$ cat src/rtl/oh_arb_pkg.sv
// oh_arb_pkg
// Shared definitions for the three-requester packet arbiter.
//   N         : number of requesters served by the arbiter
//   state_t   : arbiter FSM state (IDLE = 0, BUSY = 1)
//   next_ptr  : round-robin pointer that follows a given one-hot winner
package oh_arb_pkg;

    localparam int N = 3;

    typedef enum logic {
        IDLE = 1'b0,
        BUSY = 1'b1
    } state_t;

    // The requester after the winner gets top priority next time,
    // so the packet owner drops to lowest priority.
    function automatic logic [1:0] next_ptr(input logic [N-1:0] onehot);
        logic [1:0] p;
        p = 2'd0;
        if (onehot[0]) p = 2'd1;
        if (onehot[1]) p = 2'd2;
        if (onehot[2]) p = 2'd0;
        return p;
    endfunction

endpackage

$ cat src/rtl/oh_rrpick3.sv
// oh_rrpick3
// Purely combinational round-robin picker for three requesters.
//   req : request vector, bit i = requester i
//   ptr : requester with highest priority (0..2); then ptr+1, ptr+2 mod 3
//   win : one-hot winner, all zero when no request is present
module oh_rrpick3
    import oh_arb_pkg::*;
(
    input  logic [N-1:0] req,
    input  logic [1:0]   ptr,
    output logic [N-1:0] win
);

    // Rotated priority search starting at ptr; a pointer value of 3
    // never occurs in practice and is treated like 0.
    always_comb begin
        win = '0;
        case (ptr)
            2'd1: begin
                if      (req[1]) win = 3'b010;
                else if (req[2]) win = 3'b100;
                else if (req[0]) win = 3'b001;
            end
            2'd2: begin
                if      (req[2]) win = 3'b100;
                else if (req[0]) win = 3'b001;
                else if (req[1]) win = 3'b010;
            end
            default: begin
                if      (req[0]) win = 3'b001;
                else if (req[1]) win = 3'b010;
                else if (req[2]) win = 3'b100;
            end
        endcase
    end

endmodule

$ cat src/rtl/oh_arb3_rr.sv
// oh_arb3_rr
// Packet-locked round-robin arbiter merging three beat streams into one
// registered output channel.
//   clk, reset        : single clock, synchronous active-high reset
//   in_valid/in_last  : per-requester beat valid and end-of-packet flag
//   in_data           : packed beats, requester i at [i*DW +: DW]
//   in_ready          : per-requester accept (only the owner, only in BUSY)
//   out_valid/out_data/out_last : registered output beat
//   out_ready         : downstream accept
//   grant             : one-hot packet owner, zero when idle
//   busy              : high while a packet is locked
module oh_arb3_rr
    import oh_arb_pkg::*;
#(
    parameter int DW = 32
) (
    input  logic            clk,
    input  logic            reset,
    input  logic [N-1:0]    in_valid,
    input  logic [N*DW-1:0] in_data,
    input  logic [N-1:0]    in_last,
    output logic [N-1:0]    in_ready,
    output logic            out_valid,
    output logic [DW-1:0]   out_data,
    output logic            out_last,
    input  logic            out_ready,
    output logic [N-1:0]    grant,
    output logic            busy
);

    state_t        state_q, state_d;
    logic [N-1:0]  grant_q, grant_d;
    logic [1:0]    ptr_q, ptr_d;
    logic [N-1:0]  win;
    logic          out_valid_q;
    logic [DW-1:0] out_data_q;
    logic          out_last_q;
    logic [DW-1:0] sel_data;
    logic          sel_last;
    logic          accept;

    oh_rrpick3 u_pick (
        .req (in_valid),
        .ptr (ptr_q),
        .win (win)
    );

    // One-hot AND-OR select of the owner's beat; grant is one-hot so no
    // priority is needed in the datapath.
    always_comb begin
        sel_data = '0;
        sel_last = 1'b0;
        for (int i = 0; i < N; i++) begin
            sel_data = sel_data | (in_data[i*DW +: DW] & {DW{grant_q[i]}});
            sel_last = sel_last | (in_last[i] & grant_q[i]);
        end
    end

    // The owner may push a beat when the output register is empty or is
    // being drained this cycle; nothing is accepted while arbitrating.
    always_comb begin
        in_ready = '0;
        if (state_q == BUSY)
            in_ready = grant_q & {N{~out_valid_q | out_ready}};
    end

    assign accept = |(in_valid & in_ready);

    // Next-state logic: arbitrate in IDLE, stay locked in BUSY until the
    // owner's last beat is taken, then rotate the pointer past the owner.
    always_comb begin
        state_d = state_q;
        grant_d = grant_q;
        ptr_d   = ptr_q;
        case (state_q)
            IDLE: begin
                if (|in_valid) begin
                    grant_d = win;
                    state_d = BUSY;
                end
            end
            BUSY: begin
                if (accept && sel_last) begin
                    grant_d = '0;
                    ptr_d   = next_ptr(grant_q);
                    state_d = IDLE;
                end
            end
            default: begin
                grant_d = '0;
                state_d = IDLE;
            end
        endcase
    end

    // State register for the FSM, owner and round-robin pointer.
    always_ff @(posedge clk) begin
        if (reset) begin
            state_q <= IDLE;
            grant_q <= '0;
            ptr_q   <= 2'd0;
        end else begin
            state_q <= state_d;
            grant_q <= grant_d;
            ptr_q   <= ptr_d;
        end
    end

    // Output register: loads on accept, empties when drained without a
    // replacement, and holds while downstream stalls.
    always_ff @(posedge clk) begin
        if (reset) begin
            out_valid_q <= 1'b0;
            out_data_q  <= '0;
            out_last_q  <= 1'b0;
        end else if (accept) begin
            out_valid_q <= 1'b1;
            out_data_q  <= sel_data;
            out_last_q  <= sel_last;
        end else if (out_valid_q && out_ready) begin
            out_valid_q <= 1'b0;
        end
    end

    assign out_valid = out_valid_q;
    assign out_data  = out_data_q;
    assign out_last  = out_last_q;
    assign grant     = grant_q;
    assign busy      = (state_q == BUSY);

endmodule
$ cat config.mk
export PLATFORM = sky130hd
export DESIGN_NAME = oh_arb3_rr
export DESIGN_NICKNAME = d
export VERILOG_FILES = /design/src/rtl/oh_arb_pkg.sv /design/src/rtl/oh_rrpick3.sv /design/src/rtl/oh_arb3_rr.sv
export SDC_FILE = /design/constraint.sdc
export NUM_CORES = 1
export LEC_CHECK = 0
export ABC_AREA = 1
export BUFFER_PORTS_ARGS = -buffer_cell sky130_fd_sc_hd__buf_4
export CAP_MARGIN = 20
export CORE_UTILIZATION = 38
export DETAILED_ROUTE_END_ITERATION = 6
export GPL_ROUTABILITY_DRIVEN = 0
export PLACE_DENSITY = 0.77
export SLEW_MARGIN = 40
export SYNTH_ARGS = -nofsm -noshare
export SYNTH_HDL_FRONTEND = slang
export SYNTH_HIERARCHICAL = 1
export SYNTH_SLANG_ARGS = --single-unit
$ cat constraint.sdc
create_clock -name clk -period 1.2 [get_ports clk]
set_input_delay 0.18 -clock clk [delete_from_list [all_inputs] [get_ports clk]]
set_output_delay 0.18 -clock clk [all_outputs]
set_load 0.02 [all_outputs]
==> metrics.md, run 1 <==
| Metric | Value |
|---|---|
| Outcome | complete, but fails checks |
| Failing checks | negative setup slack |
| DR vias | 2594 |
| Crit. End Element | primary output |
| Mapped Cells | 279 |
| Antenna Cells | 0 |
| FILL cells | ~440 |
| Cts bufs inserted | 5 |
| Clock tree buffer depth | 2 |
| Internal Power | 2.26 mW |
| Area of the mapped netlist | 2150 um2 |
| Post-Syn Area per Cell | slightly below 8 um2 |
| Peak VDD IR | 0.000621 V |
| Synth top area cells | dfxtp_1, a21oi_1, a22o_1 |
| Global-route wire length before repair | 11000 um |
| Synth async-reset ratio | 0 |
| Initial antenna violation count | 0 |
| First DRT Iteration DRCs | 110 |
| Final wirelength | 7060 um |
| Final Util | 0.686 |
| Final setup vio count | 12 |
| Mapped Nets | 388 |
| Worst-path cell chain | nand2_4, buf_6, nor2_4, buf_6 |
| Reg power frac | 0.456 |
| Yosys top cell area share | 0.373 |
| Tot Pwr | between 3 and 4 mW |
| PnR worst setup slack | -0.0368 ns |
| Clock power frac | 0.272 |
| Slowest Stage Delay on Critical Path | 0.39 ns |
| Most frequent CP cell | buf_6 |
| Avg WL per Cell | 14.2 um |
| Layout cells sized above 1 | 0.493 |
| Crit share post-route | 1.03 |
| Worst endpoint data arrival time | 1.06 ns |
| Yosys Warn Count | 6 |
| Vias in the first global route | 2364 |
| Largest net degree at the start of global routing | 36 |
| Worst Tran Pin Value | 0.200 ns |
| Worst setup SP type | register |
| Slowest cell on the critical path | dfxtp_4 |
| Commonest non-fill, non-tap cell in the layout | buf_4 |
| Area delta synth->final | 68.5% |
| H-tree Lvls | 2 |
| Starting Density | 0.407 |
| DIE HEIGHT | 77.1 um |
| Fin nets | 534 |
| Worst path required time | approximately 1.0 ns |
| Max FO, Critical Path | 4 |
| Die X | just under 80 um |
| Post-synthesis cell type count | 25 |
| Power density over the cells | 868 nW/um2 |
| Register area share after synthesis | 0.373 |
| RSZ-0062 raised after global routing | yes |
| Gr usage total | 0.229 |
| Gate power share | 0.272 |
| Total I/O pin count | 146 |
| Max-Cap Viols | 0 |
| DP Wirelength | roughly 5300 um |
| Final Max Tran Viols | 0 |
| Achievable Freq | 809 MHz |
| Net switching share of the total power | 0.281 |
| Root buffer cell | clkbuf_8 |
| Rel. slew slack | 0.866 |
| Post-synth EDFFs | 0 |
| Leakage | 1.72 nW |
| Most frequent cells in the layout | buf_4, a21oi_1, dfxtp_1 |
| Fin crit period | 1.24 ns |
| Switch Pwr | 0.882 mW |
| Grt ovf | 0 |
| Max Clock Skew | 0.00997 ns |
| #FFs+latches synth | 40 |
| PortBufs | 145 |
| Cell family with most CP delay | flip-flops |
| DRC Markers | 0 |
| Detailed Routing Iterations Pass 1 | 6 |
| Largest area contributor in the netlist | dfxtp_1 |
| Core Area | between 5000 and 6000 um2 |
| Clock Pin Slew Worst Setup and Hold Paths | approximately 0.080 ns |
| Die area | 5950 um2 |
| Crit path buf inv count | 2 |
| CTS tree | built |
| WS Path Type | reg -> out |
| Ys flop type | dfxtp_1 |
| Final Hold Viols | 0 |
| Hold Path Class | in -> reg |
| Site Rows | 26 |
| Worst skew pair latency | 0.29 ns |
| Vias per std cell | around 5.2 |
| Post-route ant nets | 0 |
| CTS Sinks | 40 |
[metrics by stage]
stage	worst slack [ns]	cells	hold slack (ns)	TNS, ns	area (um2)
final	-0.0368	496	0.172	-0.108	3620
after global routing	-0.117	496	0.179	-2.51	3620
after CTS	-0.0241	496	0.169	-0.116	3540
after detailed placement	-0.0582	486	0.465	-0.564	3380
after global placement	0.000417	486	0.459	0	3380
after floorplan	-0.0300	279	0.258	-0.810	2200
[logic make-up (layout without fill, tap and decap cells)]
logic type      Yosys count  after routing  share of synthesized area
compound gates          124            124                      0.352
simple gates             73             73                      0.162
flops                    40             40                      0.373
buf+inv                  38            185                     0.0892
fa+ha+maj                 4              4                     0.0233
[worst register-to-register path: cells and delay by family (launching register included)]
family,cells,cell delay (ns)
AOI/OAI and AO/OA,1,0.15
adders and majority gates,1,0.27
buffers and inverters,2,0.10
DFF,1,0.34
and+or+nand+nor,4,0.31
[registers in the layout, summed over array words and instances (netlist names)]
name,cells
out_last,1
ptr_q,2
busy,1
grant,3
out_data,32
out_valid,1
[metal layers]
layer  vias up  GRT usage  share of wire
met5         -          0              0
met4         0     0.0642          0.012
met1      1184      0.269           0.42
li1       1291          -              -
met3         7     0.0571          0.072
met2       112      0.408           0.50
[Yosys cell counts, types with 2 or more instances]
library cell,n
dfxtp_1,40
clkbuf_1,6
a211oi_1,2
a21oi_1,64
nand2_2,3
a211oi_2,4
nand4_1,3
buf_6,3
inv_2,6
o21ai_1,7
a22o_1,26
ha_1,4
nand2_1,35
nand3_1,10
o21ai_0,20
buf_4,4
nor2_1,17
inv_1,10
buf_2,9
[what timing repair did]
item,in CTS,in global routing
setup endpoints to repair,35,44
pin swaps,5,7
buffers inserted,2,0
hold buffers,0,0
resized for setup,19,29
[worst paths after layout]
kind,from,end,slack (ns),cells past startpoint
worst min-delay path,in_data[60],out_data[28],0.17,3
worst min register to register,out_data[5],out_data[5],0.49,2
worst max-delay path,busy,in_ready[2],-0.04,4
worst max register to register,ptr_q[0],grant[0],-0.03,8
[power groups by stage]
stage	combinational, mW	clock (mW)	sequential [mW]
2_1_floorplan	0.287	0	1.53
3_3_place_gp	0.798	0	1.46
3_5_place_dp	0.813	0	1.46
4_1_cts	0.835	0.880	1.43
5_1_grt	0.917	0.939	1.44
6_report	0.853	0.854	1.43
[cell type report]
class / instances / area [um2] / area share
inverter: 16 / 60.1 / 0.0166
clock inverter: 1 / 5.00 / 0.00138
clock buffer: 7 / 76.3 / 0.0211
multi-input combinational: 201 / 1270 / 0.350
tap: 70 / 87.6 / 0.0242
sequential: 40 / 820 / 0.227
timing repair buffer: 161 / 1300 / 0.360
(Power assumes the default switching activity.)
==> run 2, diff against run 1 <==
CAP_MARGIN = 10   (was 20)
TNS_END_PERCENT = 30   (was unset)
==> run 2 against run 1 <==
  * The flow still finishes with violations (negative setup slack)
  * Clock skew shrank 0.0059 ns
  * Sequential cell count unchanged
  * Setup slack worse by 0.061 ns
  * Sequential power barely moved
  * Sequential share of layout area fell by 0.53 points
  * Power increased by 2.9%
  * Clock power increased by 6.0%
  * Global-route usage decreased by 0.34 points
  * Highest routed layer unchanged
==> metrics.md, run 2 (synthesis gave the netlist of run 1 again) <==
| Metric | Value |
|---|---|
| Tot Pwr | ~3.2 mW |
| Avg WL per Cell | around 14 um |
| Core Area | 5270 um2 |
| Max-Cap Viols | 0 |
| Global-route wire length before repair | around 11000 um |
| Gate power share | 0.274 |
| Final Max Tran Viols | 0 |
| Post-route ant nets | 0 |
| Vias per std cell | 5.05 |
| Power density over the cells | 874 nW/um2 |
| Die X | 77.1 um |
| Detailed Routing Iterations Pass 1 | 4 |
| Area of the multi-input gates | 1290 um2 |
| Site Rows | 26 |
| Most frequent cells in the layout | buf_4, a21oi_1, dfxtp_1 |
| Metal3 WL | 379 um |
| Largest net degree at the start of global routing | 37 |
| Worst Tran Pin Value | approximately 0.42 ns |
| Max FO, Critical Path | 8 |
| Reg2reg start | busy |
| Met2 routed WL | approximately 3600 um |
| Crit share post-route | 1.08 |
| Max Clock Skew | 0.00403 ns |
| H-tree Lvls | 2 |
| Achievable Freq | approximately 770 MHz |
| Hold_buf cts | 0 |
| Net switching share of the total power | 0.277 |
| Final Hold Viols | 0 |
| Vias in the first global route | 2410 |
| Leakage | 1.75 nW |
| Worst skew pair latency | 0.28 ns |
| Initial antenna violation count | 0 |
| Fin nets | 538 |
| Min-delay src | in_data[40] |
| Antenna Cells | 0 |
| Worst-path cell chain | nand2_4, nand3b_4, nand3_4, buf_12, nand2_8, nand3_1, a21oi_1 |
| Clock tree buffer depth | 2 |
| Placed Cells | a little under 500 |
| RSZ-0062 raised after global routing | yes |
| FILL cells | 442 |
| Commonest non-fill, non-tap cell in the layout | buf_4 |
| Layout cells sized above 1 | 0.514 |
| DIE HEIGHT | 77.1 um |
| Fin area | between 3000 and 4000 um2 |
| DRC Markers | 0 |
| WS Path Type | reg -> reg |
| Hold Path Class | in -> reg |
| Fin crit period | about 1.3 ns |
| Worst endpoint data arrival time | roughly 1.5 ns |
| PnR worst setup slack | -0.0976 ns |
| Register area | 818 um2 |
| Reg power frac | 0.445 |
| Total I/O pin count | around 150 |
| DP Area | 3390 um2 |
| Slowest Stage Delay on Critical Path | 0.38 ns |
| Outcome | complete, but fails checks |
| Slowest cell on the critical path | dfxtp_4 |
| Max reg flops | 32 |
| Failing checks | negative setup slack |
| Internal Power | roughly 2.3 mW |
| PortBufs | 145 |
| Clock Pin Slew Worst Setup and Hold Paths | approximately 0.070 ns |
| Root buffer cell | clkbuf_8 |
| Non-filler instance count after layout | 500 |
| Starting Density | 0.407 |
| Clock power frac | 0.280 |
| Rel. slew slack | 0.716 |
| First DRT Iteration DRCs | 67 |
| Switch Pwr | 0.894 mW |
| Grt ovf | 0 |
| Final setup vio count | 39 |
| Gr usage total | 0.226 |
| DP Wirelength | 5250 um |
| Worst setup SP type | register |
| Cts bufs inserted | 5 |
| Crit. End Element | register |
| CTS Sinks | 40 |
| Crit path launch | busy |
| CTS tree | built |
| DR vias | 2525 |
| Final wirelength | 7100 um |
| Peak VDD IR | 0.000518 V |
| Top layer in use | met4 |
| DRT met1 WL | 3010 um |
| Area delta synth->final | 72.3% |
| Die area | 5950 um2 |
| Worst path required time | 1.41 ns |
-- run 2: worst max-delay path, delay by kind of cell, from the launching register on --
kind / cells / cell delay (ns)
simple gates: 5 / 0.50
buf+inv: 1 / 0.20
flops: 1 / 0.38
compound gates: 1 / 0.14
-- run 2: routing by layer --
metal  vias up  track usage
li1       1286            -
met1      1152        0.262
met2        80        0.416
met3         7       0.0429
met4         0       0.0623
met5         -            0
-- run 2: stage by stage --
stage / TNS, ns / hold WS, ns / setup slack [ns] / utilization
floorplan: -0.802 / 0.258 / -0.0300 / -
global placement: -0.0888 / 0.464 / -0.0213 / 0.643
detailed placement: -0.733 / 0.468 / -0.0735 / 0.643
CTS: -0.400 / 0.172 / -0.0506 / 0.670
global route: -3.84 / 0.182 / -0.172 / 0.702
finish: -1.55 / 0.178 / -0.0976 / 0.702
-- run 2: worst paths after layout --
| check | endpoint | cells after the start | slack, ns |
|---|---|---|---|
| setup / recovery | grant[0] | 7 | -0.1 |
| setup reg to reg | grant[0] | 7 | -0.1 |
| hold reg to reg | out_last | 2 | 0.51 |
| hold / removal | out_data[8] | 3 | 0.18 |
-- run 2: cell type report --
class                           count  area share
Multi-Input combinational cell    201       0.349
Clock buffer                        8      0.0244
Timing Repair Buffer              165       0.365
Inverter                           16      0.0162
Sequential cell                    40       0.221
Tap cell                           70      0.0237
-- run 2: what timing repair did --
action | 4_1_cts | 5_1_grt
gates cloned | 0 | 2
pin swaps | 2 | 4
setup endpoints to repair | 32 | 43
gates resized for setup | 12 | 42
buffers inserted | 3 | 1
-- run 2: power by group through the flow --
stage                     logic, mW  clock network [mW]  registers (mW)
after global placement        0.799                   0            1.46
after global routing          0.952               0.981            1.45
after floorplan               0.286                   0            1.53
after CTS                     0.833               0.929            1.43
after detailed placement      0.812                   0            1.46
final                         0.887               0.905            1.44
